==> src/rtl/ahb_apb_pkg.sv <==
// Shared AHB-Lite / APB encodings used by the AHB-to-APB bridge.
package ahb_apb_pkg;

   typedef enum logic [1:0] {
      HTRANS_IDLE   = 2'b00,
      HTRANS_BUSY   = 2'b01,
      HTRANS_NONSEQ = 2'b10,
      HTRANS_SEQ    = 2'b11
   } htrans_e;

   typedef enum logic [2:0] {
      HBURST_SINGLE = 3'b000,
      HBURST_INCR   = 3'b001,
      HBURST_WRAP4  = 3'b010,
      HBURST_INCR4  = 3'b011,
      HBURST_WRAP8  = 3'b100,
      HBURST_INCR8  = 3'b101,
      HBURST_WRAP16 = 3'b110,
      HBURST_INCR16 = 3'b111
   } hburst_e;

   typedef enum logic [1:0] {
      ST_IDLE   = 2'b00,
      ST_SETUP  = 2'b01,
      ST_ACCESS = 2'b10
   } apb_state_e;

endpackage

==> src/rtl/ahb2apb_bridge_if.sv <==
// AHB-Lite slave side plus APB master side of one bridge; the bridge uses
// the slave modport, the surrounding system (or bench) uses master.
interface ahb2apb_bridge_if #(
   parameter int ADDR_WIDTH   = 32,
   parameter int HBURST_WIDTH = 3,
   parameter int HPROT_WIDTH  = 4,
   parameter int DATA_WIDTH   = 32
);
   logic [ADDR_WIDTH-1:0]   haddr_i;
   logic [HBURST_WIDTH-1:0] hburst_i;
   logic                    hmastlock_i;
   logic                    hsel_i;
   logic [HPROT_WIDTH-1:0]  hprot_i;
   logic [2:0]              hsize_i;
   logic                    hnonsec_i;
   logic                    hexcl_i;
   logic                    hmaster_i;
   logic [1:0]              htrans_i;
   logic [DATA_WIDTH-1:0]   hwdata_i;
   logic [DATA_WIDTH/8-1:0] hwstrb_i;
   logic                    hwrite_i;
   logic [DATA_WIDTH-1:0]   hrdata_o;
   logic                    hready_o;
   logic                    hreadyout_o;
   logic                    hresp_o;
   logic                    hexokay_o;
   logic [ADDR_WIDTH-1:0]   paddr_o;
   logic                    psel_o;
   logic                    penable_o;
   logic                    pwrite_o;
   logic [DATA_WIDTH-1:0]   pwdata_o;
   logic [DATA_WIDTH/8-1:0] pstrb_o;
   logic [DATA_WIDTH-1:0]   prdata_i;
   logic                    pready_i;

   modport slave (
      input  haddr_i, hburst_i, hmastlock_i, hsel_i, hprot_i, hsize_i,
             hnonsec_i, hexcl_i, hmaster_i, htrans_i, hwdata_i, hwstrb_i,
             hwrite_i, prdata_i, pready_i,
      output hrdata_o, hready_o, hreadyout_o, hresp_o, hexokay_o,
             paddr_o, psel_o, penable_o, pwrite_o, pwdata_o, pstrb_o
   );

   modport master (
      output haddr_i, hburst_i, hmastlock_i, hsel_i, hprot_i, hsize_i,
             hnonsec_i, hexcl_i, hmaster_i, htrans_i, hwdata_i, hwstrb_i,
             hwrite_i, prdata_i, pready_i,
      input  hrdata_o, hready_o, hreadyout_o, hresp_o, hexokay_o,
             paddr_o, psel_o, penable_o, pwrite_o, pwdata_o, pstrb_o
   );
endinterface

==> src/rtl/ahb2apb_bridge.sv <==
// AHB-Lite slave to APB master bridge: each NONSEQ/SEQ beat becomes one
// APB SETUP+ACCESS transfer, with the AHB data phase stretched until PREADY.
module ahb2apb_bridge
   import ahb_apb_pkg::*;
#(
   parameter int ADDR_WIDTH   = 32,
   parameter int HBURST_WIDTH = 3,
   parameter int HPROT_WIDTH  = 4,
   parameter int DATA_WIDTH   = 32
) (
   input  logic            hclk_i,
   input  logic            hreset_i,
   ahb2apb_bridge_if.slave bus
);

   apb_state_e            state_q;
   logic [ADDR_WIDTH-1:0] paddr_q;
   logic                  pwrite_q;
   logic                  psel_q;
   logic                  penable_q;
   logic [DATA_WIDTH-1:0] hrdata_q;

   logic hready_d;
   logic accept_d;
   logic rd_done_d;

   always_comb begin
      hready_d = 1'b1;
      case (state_q)
         ST_SETUP:  hready_d = 1'b0;
         ST_ACCESS: hready_d = bus.pready_i;
         default:   hready_d = 1'b1;
      endcase
   end

   assign accept_d  = bus.hsel_i & bus.htrans_i[1] & hready_d;
   assign rd_done_d = (state_q == ST_ACCESS) & bus.pready_i & ~pwrite_q;

   always_ff @(posedge hclk_i) begin
      if (hreset_i) begin
         state_q   <= ST_IDLE;
         paddr_q   <= '0;
         pwrite_q  <= 1'b0;
         psel_q    <= 1'b0;
         penable_q <= 1'b0;
         hrdata_q  <= '0;
      end else begin
         case (state_q)
            ST_IDLE: begin
               if (accept_d) begin
                  state_q   <= ST_SETUP;
                  paddr_q   <= bus.haddr_i;
                  pwrite_q  <= bus.hwrite_i;
                  psel_q    <= 1'b1;
                  penable_q <= 1'b0;
               end
            end
            ST_SETUP: begin
               state_q   <= ST_ACCESS;
               penable_q <= 1'b1;
            end
            ST_ACCESS: begin
               if (bus.pready_i) begin
                  if (rd_done_d) hrdata_q <= bus.prdata_i;
                  // A beat whose address phase overlaps this completion
                  // goes straight to SETUP so bursts run without gaps.
                  if (accept_d) begin
                     state_q   <= ST_SETUP;
                     paddr_q   <= bus.haddr_i;
                     pwrite_q  <= bus.hwrite_i;
                     psel_q    <= 1'b1;
                     penable_q <= 1'b0;
                  end else begin
                     state_q   <= ST_IDLE;
                     psel_q    <= 1'b0;
                     penable_q <= 1'b0;
                  end
               end
            end
            default: begin
               state_q   <= ST_IDLE;
               psel_q    <= 1'b0;
               penable_q <= 1'b0;
            end
         endcase
      end
   end

   assign bus.paddr_o     = paddr_q;
   assign bus.pwrite_o    = pwrite_q;
   assign bus.psel_o      = psel_q;
   assign bus.penable_o   = penable_q;
   assign bus.pwdata_o    = bus.hwdata_i;
   assign bus.pstrb_o     = pwrite_q ? bus.hwstrb_i : '0;
   assign bus.hreadyout_o = hready_d;
   assign bus.hready_o    = hready_d;
   assign bus.hresp_o     = 1'b0;
   assign bus.hexokay_o   = 1'b0;
   // Completing read data bypasses the capture register for zero latency.
   assign bus.hrdata_o    = rd_done_d ? bus.prdata_i : hrdata_q;

   logic [HBURST_WIDTH-1:0] unused_hburst;
   logic [HPROT_WIDTH-1:0]  unused_hprot;
   logic [7:0]              unused_misc;
   assign unused_hburst = bus.hburst_i;
   assign unused_hprot  = bus.hprot_i;
   assign unused_misc   = {bus.hsize_i, bus.hmastlock_i, bus.hnonsec_i,
                           bus.hexcl_i, bus.hmaster_i, bus.htrans_i[0]};

endmodule

==> src/flat_wrapper.sv <==
// flat-port wrapper written by rule: the top's interface ports become plain ports
module ahb2apb_bridge_flat import ahb_apb_pkg::*;
#(
   parameter int ADDR_WIDTH   = 32,
   parameter int HBURST_WIDTH = 3,
   parameter int HPROT_WIDTH  = 4,
   parameter int DATA_WIDTH   = 32
)
  (hclk_i, hreset_i, bus_haddr_i, bus_hburst_i, bus_hmastlock_i, bus_hsel_i, bus_hprot_i, bus_hsize_i, bus_hnonsec_i, bus_hexcl_i, bus_hmaster_i, bus_htrans_i, bus_hwdata_i, bus_hwstrb_i, bus_hwrite_i, bus_prdata_i, bus_pready_i, bus_hrdata_o, bus_hready_o, bus_hreadyout_o, bus_hresp_o, bus_hexokay_o, bus_paddr_o, bus_psel_o, bus_penable_o, bus_pwrite_o, bus_pwdata_o, bus_pstrb_o);
  ahb2apb_bridge_if #(.ADDR_WIDTH(ADDR_WIDTH), .HBURST_WIDTH(HBURST_WIDTH), .HPROT_WIDTH(HPROT_WIDTH), .DATA_WIDTH(DATA_WIDTH)) bus_i ();
  input  logic hclk_i;
  input  logic hreset_i;
  input wire logic [$bits(bus_i.haddr_i)-1:0] bus_haddr_i;
  input wire logic [$bits(bus_i.hburst_i)-1:0] bus_hburst_i;
  input wire logic [$bits(bus_i.hmastlock_i)-1:0] bus_hmastlock_i;
  input wire logic [$bits(bus_i.hsel_i)-1:0] bus_hsel_i;
  input wire logic [$bits(bus_i.hprot_i)-1:0] bus_hprot_i;
  input wire logic [$bits(bus_i.hsize_i)-1:0] bus_hsize_i;
  input wire logic [$bits(bus_i.hnonsec_i)-1:0] bus_hnonsec_i;
  input wire logic [$bits(bus_i.hexcl_i)-1:0] bus_hexcl_i;
  input wire logic [$bits(bus_i.hmaster_i)-1:0] bus_hmaster_i;
  input wire logic [$bits(bus_i.htrans_i)-1:0] bus_htrans_i;
  input wire logic [$bits(bus_i.hwdata_i)-1:0] bus_hwdata_i;
  input wire logic [$bits(bus_i.hwstrb_i)-1:0] bus_hwstrb_i;
  input wire logic [$bits(bus_i.hwrite_i)-1:0] bus_hwrite_i;
  input wire logic [$bits(bus_i.prdata_i)-1:0] bus_prdata_i;
  input wire logic [$bits(bus_i.pready_i)-1:0] bus_pready_i;
  output wire logic [$bits(bus_i.hrdata_o)-1:0] bus_hrdata_o;
  output wire logic [$bits(bus_i.hready_o)-1:0] bus_hready_o;
  output wire logic [$bits(bus_i.hreadyout_o)-1:0] bus_hreadyout_o;
  output wire logic [$bits(bus_i.hresp_o)-1:0] bus_hresp_o;
  output wire logic [$bits(bus_i.hexokay_o)-1:0] bus_hexokay_o;
  output wire logic [$bits(bus_i.paddr_o)-1:0] bus_paddr_o;
  output wire logic [$bits(bus_i.psel_o)-1:0] bus_psel_o;
  output wire logic [$bits(bus_i.penable_o)-1:0] bus_penable_o;
  output wire logic [$bits(bus_i.pwrite_o)-1:0] bus_pwrite_o;
  output wire logic [$bits(bus_i.pwdata_o)-1:0] bus_pwdata_o;
  output wire logic [$bits(bus_i.pstrb_o)-1:0] bus_pstrb_o;
  assign bus_i.haddr_i = bus_haddr_i;
  assign bus_i.hburst_i = bus_hburst_i;
  assign bus_i.hmastlock_i = bus_hmastlock_i;
  assign bus_i.hsel_i = bus_hsel_i;
  assign bus_i.hprot_i = bus_hprot_i;
  assign bus_i.hsize_i = bus_hsize_i;
  assign bus_i.hnonsec_i = bus_hnonsec_i;
  assign bus_i.hexcl_i = bus_hexcl_i;
  assign bus_i.hmaster_i = bus_hmaster_i;
  assign bus_i.htrans_i = bus_htrans_i;
  assign bus_i.hwdata_i = bus_hwdata_i;
  assign bus_i.hwstrb_i = bus_hwstrb_i;
  assign bus_i.hwrite_i = bus_hwrite_i;
  assign bus_i.prdata_i = bus_prdata_i;
  assign bus_i.pready_i = bus_pready_i;
  assign bus_hrdata_o = bus_i.hrdata_o;
  assign bus_hready_o = bus_i.hready_o;
  assign bus_hreadyout_o = bus_i.hreadyout_o;
  assign bus_hresp_o = bus_i.hresp_o;
  assign bus_hexokay_o = bus_i.hexokay_o;
  assign bus_paddr_o = bus_i.paddr_o;
  assign bus_psel_o = bus_i.psel_o;
  assign bus_penable_o = bus_i.penable_o;
  assign bus_pwrite_o = bus_i.pwrite_o;
  assign bus_pwdata_o = bus_i.pwdata_o;
  assign bus_pstrb_o = bus_i.pstrb_o;
  ahb2apb_bridge #(.ADDR_WIDTH(ADDR_WIDTH), .HBURST_WIDTH(HBURST_WIDTH), .HPROT_WIDTH(HPROT_WIDTH), .DATA_WIDTH(DATA_WIDTH)) u_core (.hclk_i(hclk_i), .hreset_i(hreset_i), .bus(bus_i));
endmodule
==> config.mk <==
export PLATFORM = sky130hd
export DESIGN_NAME = ahb2apb_bridge_flat
export DESIGN_NICKNAME = d
export VERILOG_FILES = /design/src/rtl/ahb_apb_pkg.sv /design/src/rtl/ahb2apb_bridge_if.sv /design/src/rtl/ahb2apb_bridge.sv /design/src/flat_wrapper.sv
export SDC_FILE = /design/constraint.sdc
export NUM_CORES = 1
export LEC_CHECK = 0
export CORE_MARGIN = 2
export CORE_UTILIZATION = 35
export DETAILED_ROUTE_END_ITERATION = 8
export HOLD_SLACK_MARGIN = 0.08
export PLACE_DENSITY = 0.85
export SLEW_MARGIN = 10
export SYNTH_ARGS = -nofsm -noshare
export SYNTH_HDL_FRONTEND = slang
export SYNTH_SLANG_ARGS = --single-unit
==> constraint.sdc <==
create_clock -name hclk_i -period 1.8 [get_ports hclk_i]
set_input_delay 0.36 -clock hclk_i [delete_from_list [all_inputs] [get_ports hclk_i]]
set_output_delay 0.36 -clock hclk_i [all_outputs]
set_load 0.05 [all_outputs]
==> results.toml, run 1 <==
[sta]
clock_skew_ns = 0.00868
report.final.slew_viol_count = 0
rsz0062_at_grt = "yes"
hold_violations = 0
max_freq_ghz = 0.472
min_period_ns = 2.12
tns_ns = -9.70
period_share = 1.18
setup_slack_ns = -0.320
finalSetupViolCount = 32
hold_slack_ns = 0.460

[synth]
avgSynthCellArea_um2 = 10.4
yosysTopAreaCell = "dfxtp_1"
synth_edf_count = 0
synth_compound_area_frac = 0.00669
ys_ff_latch = 69
syn_inst = 306
yosys.area_share.xor_xnor = 0
async_flop_share = 0
yosysTopAreaCellShare = 0.435
yosys-top-cells-area = "dfxtp_1 (43%), mux2_4 (14%), mux2i_1 (11%)"
yosys.area_share.adder = 0
muxShareOfSynthArea = 0.256
ys_types = 22
ys_seq_area_frac = 0.435
netlist_area_um2 = 3180
yosysWarningCount = 0
yosysMostFrequentCell = "dfxtp_1"
synthFlopType = "dfxtp_1"
yosys.area_share.simple = 0.174
synth_top_family_by_area = "multiplexers"
synthTopCellsByCount = "dfxtp_1 (69), nand2_1 (68), buf_4 (39)"

[finish]
instances_no_fill = 544
diodes = 0
n_fill_cell = 739
drive_above_1_share = 0.335
num-nets-final = 552
syn_to_final_growth_pct = 56.1
finish.instance_area_um2 = 4960
fin_util = 0.566

[clock_tree]
clock_latency_ns = 0.33
cts_max_level = 3
cts_tree = "yes"
cts.sinks = 69
clkTransAtPathRegs_ns = 0.07
clock-root-buffer = "clkbuf_8"
cts_inserted_buffers = 9
clk_path_buf_depth = 2
hold_buffers = 0

[routing]
drcViolationCount = 0
antenna_left = 0
routed_wl_um = 7370
viasPerCell = 4.49
num_vias = 2441
drt_first_iter_violations = 29
dr.pass1.iters = 4
wl_per_cell_um = 13.5

[worst_setup_path]
crit_type = "reg -> out"
endpoint_kind = "output pin"
cp-start-kind = "flip-flop"
cp_top_family = "buffers and inverters"
crit_required_ns = 1.44
slowest_stage = "dfxtp_2"
cp_max_fo = 9
slowest_delay_ns = 0.34
path_buf_inv = 3
arrival_ns = 1.76
path_cells = "nor4bb_4 > buf_6 > buf_12 > mux2_4 > buf_8"

[power]
ir_drop_uv = 601
clockPowerShare = 0.359
p_leak_nw = 2.12
pwr-share-comb = 0.208
internal_power_mw = 2.73
p_sw_uw = 987
power_density_nw_per_um2 = 749
swShare = 0.265
total_power_mw = 3.72
seq_power_share = 0.432

[run_status]
violations = "setup timing"
outcome = "complete, but fails checks"

[die]
die_w_um = 99.3
die_h_um = 99.3
initial_core_util = 0.363
die_area_um2 = 9860
ioPinCount = 228
num_rows = 34
core_um2 = 8760

[hold_path]
min_path_type = "reg -> reg"

[placed_design]
hpwl_um = 5350
dp_cells = 521
dpl_cell_area_um2 = 4550
io_buffers = 146
gp_congestion = 0.802
place_ws_ns = -0.656

[grt]
grt_pass1_wl_um = 11800
antenna_found_initial = 0
grt_overflow = 0
grt_pass1_vias = 2473
grt_max_degree = 59
grt_usage = 0.149

[job]
maxCapViolCount = 0
-- registers in the layout, indices dropped and copies added (netlist names) --
signal and flops:
u_core.bus.pwrite_o 1, u_core.state_q 2, u_core.bus.penable_o 1, u_core.bus.psel_o 1, u_core.hrdata_q 32, u_core.bus.paddr_o 32
-- repair_timing --
item | in CTS | in global routing
cloned | 1 | 0
resized for setup | 30 | 12
setup buffers | 3 | 6
setup endpoints to repair | 53 | 34
pin swaps | 1 | 1
hold endpoints to repair | 0 | 0
-- per-layer routing --
metal  global-route usage  vias up  share of wire
met4               0.0632        0          0.014
met3               0.0506       15          0.091
met2                0.264      108           0.50
met1                0.163     1119           0.40
met5                    0        -              0
li1                     -     1199              -
-- kinds of logic after synthesis --
family / count (synthesis)
other cells: 1
flops: 69
simple gates: 113
compound gates: 3
buf+inv: 54
mux: 66
-- layout make-up --
type	instances	area (µm²)	area share
repair buffers	166	1810	0.365
multi-input cells	184	1420	0.286
flip-flops and latches	69	1390	0.279
clock buffers	12	135	0.0272
well taps	108	135	0.0272
clock inverters	4	72.6	0.0146
inverters	1	3.75	0.000756
-- worst paths after layout --
check | startpoint | to | slack (ns) | depth (start not counted)
setup reg to reg | u_core.state_q[0]$_SDFFE_PP0P_ | u_core.hrdata_q[21]$_SDFFE_PP0P_ | 0.13 | 6
hold reg to reg | u_core.bus.paddr_o[13]$_SDFFE_PP0P_ | u_core.bus.paddr_o[13]$_SDFFE_PP0P_ | 0.46 | 2
hold / removal | u_core.bus.paddr_o[13]$_SDFFE_PP0P_ | u_core.bus.paddr_o[13]$_SDFFE_PP0P_ | 0.46 | 2
setup / recovery | u_core.state_q[0]$_SDFFE_PP0P_ | bus_hrdata_o[9] | -0.32 | 5
-- power by group through the flow --
stage                     Sequential (mW)  Clock, mW  Combinational (mW)
after floorplan                      1.78          0               0.469
after global placement               1.64          0               0.746
after detailed placement             1.64          0               0.757
after CTS                            1.61       1.38               0.778
after global routing                 1.61       1.45               0.815
final                                1.61       1.34               0.774
-- worst min-delay path, stage by stage, from the launching register on --
cell and delay [ns]:
dfxtp_1 0.32, nand2_1 0.05, mux2i_1 0.05
-- layout by cell type, fill, tap and decap left out, types with 2 or more instances in the layout --
master           count
buf_12              20
and2_1              36
dfxtp_2              3
nor2_1               2
conb_1               2
dfxtp_1             66
mux2_4              32
nor2b_1              2
buf_6               19
buf_8                8
mux2i_1             33
nand2_1             68
clkdlybuf4s50_1     72
buf_4               46
clkbuf_1             3
bufinv_16            2
clkbuf_8             9
Note: power is estimated with default switching activity, not from simulation.
==> inputs of run 2 (changes only) <==
Settings changed: PLACE_DENSITY 0.85 to 0.77.
==> results.toml, run 2 (synthesis gave the netlist of run 1 again) <==
[worst_setup_path]
arrival_ns = 1.77
slowest_stage = "dfxtp_2"
path_cells = "nor4bb_4 > buf_6 > buf_12 > mux2_4 > buf_8"
r2r_start = "u_core.state_q[0]$_SDFFE_PP0P_"
path_buf_inv = 3
regToRegSetupSlack_ns = 0.11
cp.depth = 5
rr_worst_depth = 6
setup.worst_path.start = "u_core.state_q[0]$_SDFFE_PP0P_"
cp-start-kind = "flip-flop"
crit_required_ns = 1.44
cp_top_family = "buffers and inverters"
rr_endpoint = "u_core.hrdata_q[9]$_SDFFE_PP0P_"
crit_path_end = "bus_hrdata_o[22]"
slowest_delay_ns = 0.34
crit_type = "reg -> out"
cp_max_fo = 8
endpoint_kind = "output pin"

[placed_design]
dp_cells = 517
hpwl_um = 5230
dpl_cell_area_um2 = 4490
io_buffers = 146
gp_congestion = 0.758

[sta]
hold_violations = 0
max_freq_ghz = 0.469
clock_skew_ns = 0.00650
setup_slack_ns = -0.333
report.final.slew_viol_count = 0
period_share = 1.18
finalSetupViolCount = 32
min_period_ns = 2.13
rsz0062_at_grt = "yes"
hold_slack_ns = 0.461

[power]
clockPowerShare = 0.355
swShare = 0.270
seq_power_share = 0.435
pwr-share-comb = 0.210
internal_power_mw = 2.70
power_density_nw_per_um2 = 744
p_leak_nw = 2.13
ir_drop_uv = 409
p_sw_uw = 998

[clock_tree]
hold_buffers = 0
cts.sinks = 69
clock_latency_ns = 0.33
clkTransAtPathRegs_ns = 0.07
clk_path_buf_depth = 2
cts_tree = "yes"
clock-root-buffer = "clkbuf_8"
cts_inserted_buffers = 9
cts_max_level = 3

[finish]
diodes = 0
instances_no_fill = 544
drive_above_1_share = 0.344
num-nets-final = 552
finish.instance_area_um2 = 4960
syn_to_final_growth_pct = 56.2
final_cell_mix = "clkdlybuf4s50_1 (72), nand2_1 (68), dfxtp_1 (66)"
mostFrequentLayoutCell = "clkdlybuf4s50_1"

[die]
initial_core_util = 0.363
die_w_um = 99.3
core_um2 = 8760
ioPinCount = 228
die_area_um2 = 9860
die_h_um = 99.3
num_rows = 34

[run_status]
violations = "setup timing"
outcome = "complete, but fails checks"

[routing]
dr.pass1.iters = 4
routed_wl_um = 7660
num_vias = 2442
wl_per_cell_um = 14.1
drcViolationCount = 0
viasPerCell = 4.49
drt_first_iter_violations = 31
antenna_left = 0

[grt]
grt_pass1_wl_um = 12500
grt_max_degree = 80
grt_pass1_vias = 2559
antenna_found_initial = 0
grt_usage = 0.157
grt_overflow = 0

[job]
maxCapViolCount = 0

[hold_path]
min_path_type = "reg -> reg"
[run 2: worst min-delay path: stages (launching register included)]
cell,delay (ns)
dfxtp_1,0.31
nand2_1,0.05
mux2i_1,0.05
[run 2: power groups by stage]
stage               Sequential (mW)  Clock (mW)  Combinational, mW
floorplan                      1.78           0              0.469
global placement               1.64           0              0.739
global route                   1.61        1.45              0.819
CTS                            1.61        1.37              0.783
finish                         1.61        1.31              0.777
detailed placement             1.64           0              0.750
[run 2: worst min-delay path by stage]
stage	from	endpoint	slack, ns	depth (start not counted)
floorplan	hreset_i	u_core.state_q[1]$_SDFFE_PP0P_	0.43	1
global placement	u_core.bus.paddr_o[18]$_SDFFE_PP0P_	u_core.bus.paddr_o[18]$_SDFFE_PP0P_	0.44	2
detailed placement	u_core.bus.paddr_o[6]$_SDFFE_PP0P_	u_core.bus.paddr_o[6]$_SDFFE_PP0P_	0.45	2
CTS	u_core.bus.paddr_o[7]$_SDFFE_PP0P_	u_core.bus.paddr_o[7]$_SDFFE_PP0P_	0.47	2
global route	u_core.bus.paddr_o[23]$_SDFFE_PP0P_	u_core.bus.paddr_o[23]$_SDFFE_PP0P_	0.48	2
finish	u_core.bus.paddr_o[14]$_SDFFE_PP0P_	u_core.bus.paddr_o[14]$_SDFFE_PP0P_	0.46	2
[run 2: final cells by class]
| type | count | area, µm² |
|---|---|---|
| clock inverters | 4 | 45.0 |
| well taps | 108 | 135 |
| clock buffers | 12 | 165 |
| repair buffers | 166 | 1810 |
| fillers | 731 | 3800 |
| multi-input cells | 184 | 1420 |
| inverters | 1 | 3.75 |
| flip-flops and latches | 69 | 1390 |
[run 2: what timing repair did]
| item | in CTS | in global routing |
|---|---|---|
| endpoints found under the setup margin | 34 | 37 |
| hold endpoints to repair | 0 | 0 |
| buffers inserted | 7 | 5 |
| resized for setup | 38 | 8 |
| pin swaps | 1 | 1 |
| gates cloned | 3 | 0 |
[run 2: per-layer routing]
metal | track usage | share of wire | vias up
met4 | 0.0601 | 0.016 | 0
met1 | 0.179 | 0.40 | 1123
met3 | 0.0520 | 0.086 | 17
li1 | - | - | 1197
met2 | 0.272 | 0.49 | 105
met5 | 0 | 0 | -
[run 2: stage by stage]
step                      power (mW)  setup WS [ns]  setup TNS (ns)  utilization
after floorplan                 2.25         0.0143               0            -
after global placement          2.38         -0.592          -26.30        0.513
after detailed placement        2.39         -0.607          -27.63        0.513
after CTS                       3.76         -0.443          -13.03        0.569
after global routing            3.88         -0.447          -13.90        0.566
final                           3.69         -0.333          -10.22        0.566
